<file path="config.mk">
export PLATFORM = sky130hd
export DESIGN_NAME = prco_sequencer
export DESIGN_NICKNAME = d
export VERILOG_FILES = /design/src/rtl/prco_seq_pkg.sv /design/src/rtl/prco_bp_match.sv /design/src/rtl/prco_sequencer.sv
export SDC_FILE = /design/constraint.sdc
export NUM_CORES = 1
export LEC_CHECK = 0
export ABC_AREA = 1
export CELL_PAD_IN_SITES_DETAIL_PLACEMENT = 0
export CELL_PAD_IN_SITES_GLOBAL_PLACEMENT = 1
export CORE_MARGIN = 2
export CORE_UTILIZATION = 41
export CTS_CLUSTER_SIZE = 20
export DETAILED_ROUTE_END_ITERATION = 8
export PLACE_DENSITY = 0.91
export SLEW_MARGIN = 20
export SYNTH_ARGS = -nofsm -noshare
export SYNTH_HDL_FRONTEND = slang
export SYNTH_SLANG_ARGS = --single-unit
</file>
<file path="constraint.sdc">
create_clock -name i_clk -period 8.74 [get_ports i_clk]
set_clock_uncertainty 0.2 [all_clocks]
set_input_delay 1.311 -clock i_clk [delete_from_list [all_inputs] [get_ports i_clk]]
set_output_delay 1.311 -clock i_clk [all_outputs]
set_load 0.01 [all_outputs]
</file>
<file path="src/rtl/prco_seq_pkg.sv">
// prco_seq_pkg: shared state/mode encodings and sizing helper for the prco sequencer
package prco_seq_pkg;
  typedef enum logic [2:0] {
    S_INIT  = 3'd0,
    S_ISSUE = 3'd1,
    S_WAIT  = 3'd2,
    S_FLUSH = 3'd3,
    S_HALT  = 3'd4
  } state_e;
  localparam logic MODE_RUN = 1'b0;
  localparam logic MODE_STEP = 1'b1;
  localparam int DEFAULT_FLUSH_CYCLES = 3;
  // Bits needed to hold values 0..n-1, never less than one.
  function automatic int cnt_w(input int n);
    return n > 1 ? $clog2(n) : 1;
  endfunction
endpackage

</file>
<file path="src/rtl/prco_bp_match.sv">
// prco_bp_match: breakpoint address/enable register file with a parallel PC comparator
module prco_bp_match
  import prco_seq_pkg::*;
#(
  parameter int PC_W = 16,
  parameter int NUM_BP = 2,
  localparam int IDX_W = cnt_w(NUM_BP)
) (
  input  logic             i_clk,
  input  logic             i_reset,
  input  logic             wr_i,
  input  logic [IDX_W-1:0] idx_i,
  input  logic [PC_W-1:0]  addr_i,
  input  logic             en_i,
  input  logic [PC_W-1:0]  pc_i,
  output logic             hit_o
);
  logic [PC_W-1:0] addr_q [NUM_BP];
  logic [NUM_BP-1:0] en_q;
  always_ff @(posedge i_clk or posedge i_reset)
    if (i_reset) begin
      addr_q <= '{default: '0};
      en_q <= '0;
    end else if (wr_i) begin
      addr_q[idx_i] <= addr_i;
      en_q[idx_i] <= en_i;
    end
  always_comb begin
    hit_o = 1'b0;
    for (int i = 0; i < NUM_BP; i++) hit_o = hit_o | (en_q[i] && addr_q[i] == pc_i);
  end
endmodule

</file>
<file path="src/rtl/prco_sequencer.sv">
// prco_sequencer: owns the PC and the issue FSM; handles retire, branch flush,
// halt/resume, single-step and hardware breakpoints.
module prco_sequencer
  import prco_seq_pkg::*;
#(
  parameter int PC_W = 16,
  parameter logic [PC_W-1:0] RESET_VEC = '0,
  parameter int FLUSH_CYCLES = DEFAULT_FLUSH_CYCLES,
  parameter int NUM_BP = 2,
  parameter int CNT_W = 32,
  localparam int IDX_W = cnt_w(NUM_BP),
  localparam int FL_W = cnt_w(FLUSH_CYCLES)
) (
  input  logic             i_clk,
  input  logic             i_reset,
  input  logic             i_mode,
  input  logic             i_step,
  input  logic             i_done,
  input  logic             i_branch,
  input  logic [PC_W-1:0]  i_branch_target,
  input  logic             i_halt,
  input  logic             i_resume,
  input  logic             i_bp_wr,
  input  logic [IDX_W-1:0] i_bp_idx,
  input  logic [PC_W-1:0]  i_bp_addr,
  input  logic             i_bp_en,
  output logic [PC_W-1:0]  q_pc,
  output logic             q_fetch_ce,
  output logic             q_instr_clk,
  output logic             q_halted,
  output logic             q_bp_hit,
  output logic [2:0]       q_state,
  output logic [CNT_W-1:0] q_retired
);
  state_e state_q, state_d;
  logic [PC_W-1:0] pc_q, pc_d;
  logic [FL_W-1:0] cnt_q, cnt_d;
  logic [CNT_W-1:0] ret_q, ret_d;
  logic bp_hit_q, bp_hit_d, skip_q, skip_d, step_q, step_d, step_prev_q;
  logic hit, bp_stop, fetch, retire, taken, resume;
  prco_bp_match #(.PC_W(PC_W), .NUM_BP(NUM_BP)) u_bp (
    .i_clk  (i_clk),
    .i_reset(i_reset),
    .wr_i   (i_bp_wr),
    .idx_i  (i_bp_idx),
    .addr_i (i_bp_addr),
    .en_i   (i_bp_en),
    .pc_i   (pc_q),
    .hit_o  (hit)
  );
  // skip lets the instruction we were stopped on issue once after resume
  assign bp_stop = state_q == S_ISSUE && hit && !skip_q;
  assign fetch = state_q == S_ISSUE && !bp_stop && (i_mode != MODE_STEP || step_q);
  assign retire = state_q == S_WAIT && (i_halt || i_branch || i_done);
  assign taken = state_q == S_WAIT && !i_halt && i_branch;
  assign resume = state_q == S_HALT && i_resume;
  always_ff @(posedge i_clk or posedge i_reset)
    if (i_reset) begin
      state_q <= S_INIT;
      pc_q <= RESET_VEC;
      cnt_q <= '0;
      ret_q <= '0;
      bp_hit_q <= 1'b0;
      skip_q <= 1'b0;
      step_q <= 1'b0;
      step_prev_q <= 1'b0;
    end else begin
      state_q <= state_d;
      pc_q <= pc_d;
      cnt_q <= cnt_d;
      ret_q <= ret_d;
      bp_hit_q <= bp_hit_d;
      skip_q <= skip_d;
      step_q <= step_d;
      step_prev_q <= i_step;
    end
  always_comb begin
    state_d = state_q;
    case (state_q)
      S_INIT:  state_d = S_ISSUE;
      S_ISSUE: state_d = bp_stop ? S_HALT : fetch ? S_WAIT : S_ISSUE;
      S_WAIT:  state_d = i_halt ? S_HALT : i_branch ? S_FLUSH : i_done ? S_ISSUE : S_WAIT;
      S_FLUSH: state_d = cnt_q == '0 ? S_ISSUE : S_FLUSH;
      S_HALT:  state_d = i_resume ? S_ISSUE : S_HALT;
      default: state_d = S_INIT;
    endcase
    pc_d = taken ? i_branch_target : retire ? pc_q + PC_W'(1) : pc_q;
    cnt_d = taken ? FL_W'(FLUSH_CYCLES - 1) : (state_q == S_FLUSH && cnt_q != '0) ? cnt_q - FL_W'(1) : cnt_q;
    ret_d = ret_q + CNT_W'(retire);
    bp_hit_d = bp_stop ? 1'b1 : resume ? 1'b0 : bp_hit_q;
    skip_d = resume ? 1'b1 : fetch ? 1'b0 : skip_q;
    step_d = fetch ? 1'b0 : step_q | (i_step && !step_prev_q);
  end
  always_comb begin
    q_pc = pc_q;
    q_fetch_ce = fetch;
    q_instr_clk = retire;
    q_halted = state_q == S_HALT;
    q_bp_hit = bp_hit_q;
    q_state = state_q;
    q_retired = ret_q;
  end
endmodule

</file>
Word level (Yosys, flattened, before mapping)
Index checks and enable logic that the tools add are counted.

cells by class
  $add $sub $neg = 3
  $lt $le $gt $ge = 4
  equal/unequal tests = 6
  mux-type cells = 23
  bitwise logic cells = 4
  reductions and logical operators = 28

operators by type and width
  cell                     number
  $mux W16                 3
  $add A32 B1 Y32          1
  $bwmux W32               1
  $eq A16 B16 Y1           2
  $add A16 B1 Y16 const B  1
  $demux W16 S1            1
  $pmux W3 S5              1
  $logic_and A1 B1 Y1      14
  $mux W2                  6
  $reduce_bool A2 Y1       5
  $mux W3                  3
  $eq A3 B2 Y1 const B     2
  $mux W1                  6
  $logic_not A1 Y1         4
  $eq A3 B1 Y1 const B     1
  $eq A3 B3 Y1 const B     1
  $logic_not A3 Y1         1
  $logic_or A1 B1 Y1       3
  $bwmux W2                1
  $ge A2 B2 Y1 const B     1
  $logic_not A2 Y1         1
  $lt A1 B2 Y1 const B     1
  $lt A2 B1 Y1 const B     1
  $not A1 Y2               1
  other kinds (5)          6

word-level totals
  flip-flop bits (word level) = 91
  input bits = 43
  logic and storage cells = 79

Logic depth before layout (Yosys ltp)
  word-level depth = 11
  depth in mapped cells = 16
  gate-level depth less buffers = 15

Modules after synthesis
A second synthesis with hierarchy kept.

second synthesis, totals
  cells, all modules = 733
  area total of the unflattened synthesis = 5192.5 µm²

by module, submodules not included
  module          times used  cells an instance  area an instance (µm²)  seq. area each (µm²)
  prco_sequencer  1           457                3316.9                  1426.4
  prco_bp_match   1           276                1875.5                  850.8

Worst setup path after synthesis
No wires, ideal clock.

  path type = in2reg
  start = input port i_branch
  end = register ret_q[30] (netlist: q_retired[30])
  library setup time = 0.123 ns
  arrival = 3.064 ns
  slack = 5.353 ns
  stages = 13
  path through = nor2_1 -> a21oi_2 -> buf_2 -> ha_1 -> ha_1 -> nand3_2 -> inv_2 -> nand2_2 -> nor2_4 -> nand2_4 -> nor2_1 -> nand3_1 -> xor2_1

between the ends
  longest elaborated chain between the ends = 4

ends and longest elaborated chain
  element                           RTL line              RTL
  start: declaration                prco_sequencer.sv:19  input logic i_branch,
  $logic_or A1 B1 Y1 (2 in series)  prco_sequencer.sv:54  assign retire = state_q == S_WAIT && (i_halt || i_branch || i_done);
  $logic_and A1 B1 Y1               prco_sequencer.sv:54
  net q_instr_clk                   prco_sequencer.sv:29  output logic q_instr_clk,
  $add A32 B1 Y32                   prco_sequencer.sv:89  ret_d = ret_q + CNT_W'(retire);
  net ret_d[30]                     prco_sequencer.sv:38  logic [CNT_W-1:0] ret_q, ret_d;
  end signal: assignment            prco_sequencer.sv:71  ret_q <= ret_d;
  end: declaration                  prco_sequencer.sv:38

The timed path passes the listed nets, and every way through them passes these cells.
A chain may end at the register's enable or synchronous reset.

Worst setup path after layout
  start = input port i_branch
  end = output port q_instr_clk

between the ends
  longest elaborated chain between the ends = 3

ends and longest elaborated chain
  element                           RTL line
  $logic_or A1 B1 Y1 (2 in series)  prco_sequencer.sv:54
  $logic_and A1 B1 Y1               prco_sequencer.sv:54
  end: declaration                  prco_sequencer.sv:29

No other way between the ends.

==> flow_summary.json <==
{
  "run_status": "completed",
  "p_per_area_nw_per_um2": 252.5,
  "hold_buffers": 0,
  "whs_endpoint": "cnt_q[0]",
  "fin_crit_sh_pct": 50.76,
  "max-vdd-ir-drop_v": 0.0001520,
  "postCtsSetupRepairBufs": 0,
  "seq_area_frac_synth_pct": 46.90,
  "power.total_uw": 1587,
  "syn_inst": 617,
  "cts_sinks": 91,
  "clock_latency_ns": 0.34,
  "p_leak_uw": 0.003076,
  "worstSetupStartpointType": "input port",
  "max_slew_margin_pct": 33.72,
  "post-route-drc-count": 0,
  "netlist-cell-type-count": 38,
  "grt_pass1_wl_um": 20900,
  "grt_pass1_vias": 4229,
  "firstDrtPassIters": 4,
  "antenna_left": 0,
  "syn_to_final_growth_pct": 29.45,
  "io_buffers": 97,
  "setup_viol": 0,
  "wl_per_cell_um": 14.09,
  "min_path_type": "flop to flop",
  "n_fill_cell": 1090,
  "dp_slack_ns": 4.332,
  "register_area_um2": 2277,
  "maxCapViolCount": 0,
  "die_x_um": 112.8,
  "cts_tree": "yes",
  "crit_type": "input port to primary output",
  "layout-drive-gt1-share_pct": 7.928,
  "hold_ws_ns": 0.2745,
  "initial_core_util_pct": 42.35,
  "maxSlewViolCount": 0,
  "final_net_count": 761,
  "worstRegToRegCells": 15,
  "cp.arrival_ns": 2.93,
  "detail_route.vias_per_cell": 4.874,
  "diodes": 0,
  "htreeDepth": 3,
  "r2r-end": "q_retired[28]",
  "ioPinCount": 98,
  "rsz0062_at_grt": "no",
  "hold_depth": 1,
  "end_kind": "primary output",
  "timing.final.ws_setup_ns": 4.304,
  "track_usage_pct": 20.35,
  "gr-total-overflow": 0,
  "reg2reg_slack_ns": 5.85,
  "timing.rr.start": "q_state[2]",
  "cts-root-buf": "clkbuf_16",
  "setup-tns-final_ns": 0,
  "gp_congestion": 0.8398,
  "wirelength_um": 12140,
  "tightest_slew_ns": 0.9919,
  "synth_seq_cells": 91,
  "period_minus_slack_ns": 4.436,
  "hpwl_um": 9027,
  "core_area_um2": 11470,
  "fmax_ghz": 0.2254,
  "synth_fp_nets": 664,
  "cp_max_fo": 25,
  "ctsResizeCount": 0,
  "rows": 39,
  "worstHoldStart": "cnt_q[0]",
  "required_ns": 7.23,
  "avgSynthCellArea_um2": 7.870,
  "utilization_pct": 54.82,
  "clockBufferDepth": 2,
  "fp.dieArea_um2": 12730,
  "grt_max_degree": 66,
  "ys_warn_count": 0,
  "multi_input_area_um2": 2173,
  "via_count": 4201,
  "drtIter0Drc": 311,
  "cts_buffers": 9,
  "syn_area_um2": 4856,
  "clkSlewWorstSetupHoldPaths_ns": 0.07,
  "die_h_um": 112.8,
  "hold_viol": 0,
  "antenna_found_initial": 0
}
## cells by family (layout without fill, tap and decap cells)
| family | count (synthesis) | count (layout) | synth area share, % |
|---|---|---|---|
| buffers and inverters | 104 | 206 | 8.400 |
| flip-flops | 91 | 91 | 46.90 |
| adder cells (fa/ha/maj) | 4 | 4 | 1.031 |
| AO/OA/AOI/OAI | 88 | 88 | 9.688 |
| XOR/XNOR | 37 | 37 | 6.674 |
| AND/OR/NAND/NOR | 293 | 293 | 27.31 |
## metrics by stage
| stage | instance area, µm² | instances |
|---|---|---|
| 6_report | 6286 | 862 |
| 5_1_grt | 6286 | 862 |
| 4_1_cts | 6284 | 862 |
| 3_5_place_dp | 5956 | 846 |
| 3_3_place_gp | 5956 | 846 |
| 2_1_floorplan | 4856 | 617 |
## sequential cells by signal (all words and copies together), names as in the netlist
| name | count |
|---|---|
| step_prev_q | 1 |
| cnt_q | 2 |
| q_pc | 16 |
| q_state | 3 |
| skip_q | 1 |
| q_bp_hit | 1 |
| u_bp.en_q | 2 |
| u_bp.addr_q | 32 |
| step_q | 1 |
| q_retired | 32 |
## metal layers
layer / share of wire [%] / track usage (%) / up-vias
li1: - / - / 2130
met1: 47 / 29.31 / 1940
met2: 46 / 32.14 / 117
met3: 5.1 / 3.374 / 14
met4: 1.4 / 5.285 / 0
met5: 0 / 0 / -
## cell type report
class	instances	area share [%]
clock buffers	11	4.021
clock inverters	5	1.194
inverters	91	5.454
multi-input cells	422	34.57
flip-flops and latches	91	36.23
well taps	143	2.846
repair buffers	99	15.68
## worst max-delay path: stages
cell and delay (ns):
clkdlybuf4s50_1 0.52, nor2_1 0.09, a21oi_2 0.13, buf_4 0.27, clkdlybuf4s50_1 0.59
## cell usage in the layout, fill, tap and decap left out, types with 7 or more instances in the layout
master	synthesis	routed
nand2_1	177	176
clkdlybuf4s50_1	0	97
dfrtp_1	91	91
inv_1	84	83
o21ai_0	56	56
nor2_1	47	47
xor2_1	28	28
nand3_1	14	14
a21oi_1	13	13
nor3_1	13	13
xnor2_1	9	9
clkbuf_16	0	9
nor2_2	8	8
inv_2	7	7
## worst max path at each step
stage	to	start	slack, ns	depth (start not counted)
floorplan	cnt_q[0]	i_reset	4.87	1
global placement	q_instr_clk	i_branch	4.34	5
CTS	q_instr_clk	i_branch	4.31	5
global route	q_instr_clk	i_branch	4.24	5
finish	q_instr_clk	i_branch	4.30	5
detailed placement	q_instr_clk	i_branch	4.33	5
## report_power, final
group | switching [µW] | leakage, µW | total (µW) | internal [µW]
Sequential | 111 | 0.00113 | 618 | 507
Combinational | 297 | 0.00178 | 544 | 247
Clock | 161 | 0.000165 | 426 | 265
## synth_stat cells, drive strengths merged
cell,instances,area (µm²)
o22ai,6,37.54
nor4,6,37.54
o211ai,2,15.01
a31oi,1,6.260
buf,6,38.79
or2,4,25.02
o21a,1,7.510
clkbuf,7,27.52
nor2,58,260.3
o21ai,60,300.3
inv,91,341.6
ha,4,50.05
nand4,7,65.06
nand3,18,110.1
nand2,182,700.7
xor2,28,245.2
nor3,18,127.6
a21oi,14,73.82
a211oi,1,7.510
a22oi,3,22.52
dfrtp,91,2277
xnor2,9,78.83
Power figures use the tool's default switching activity.
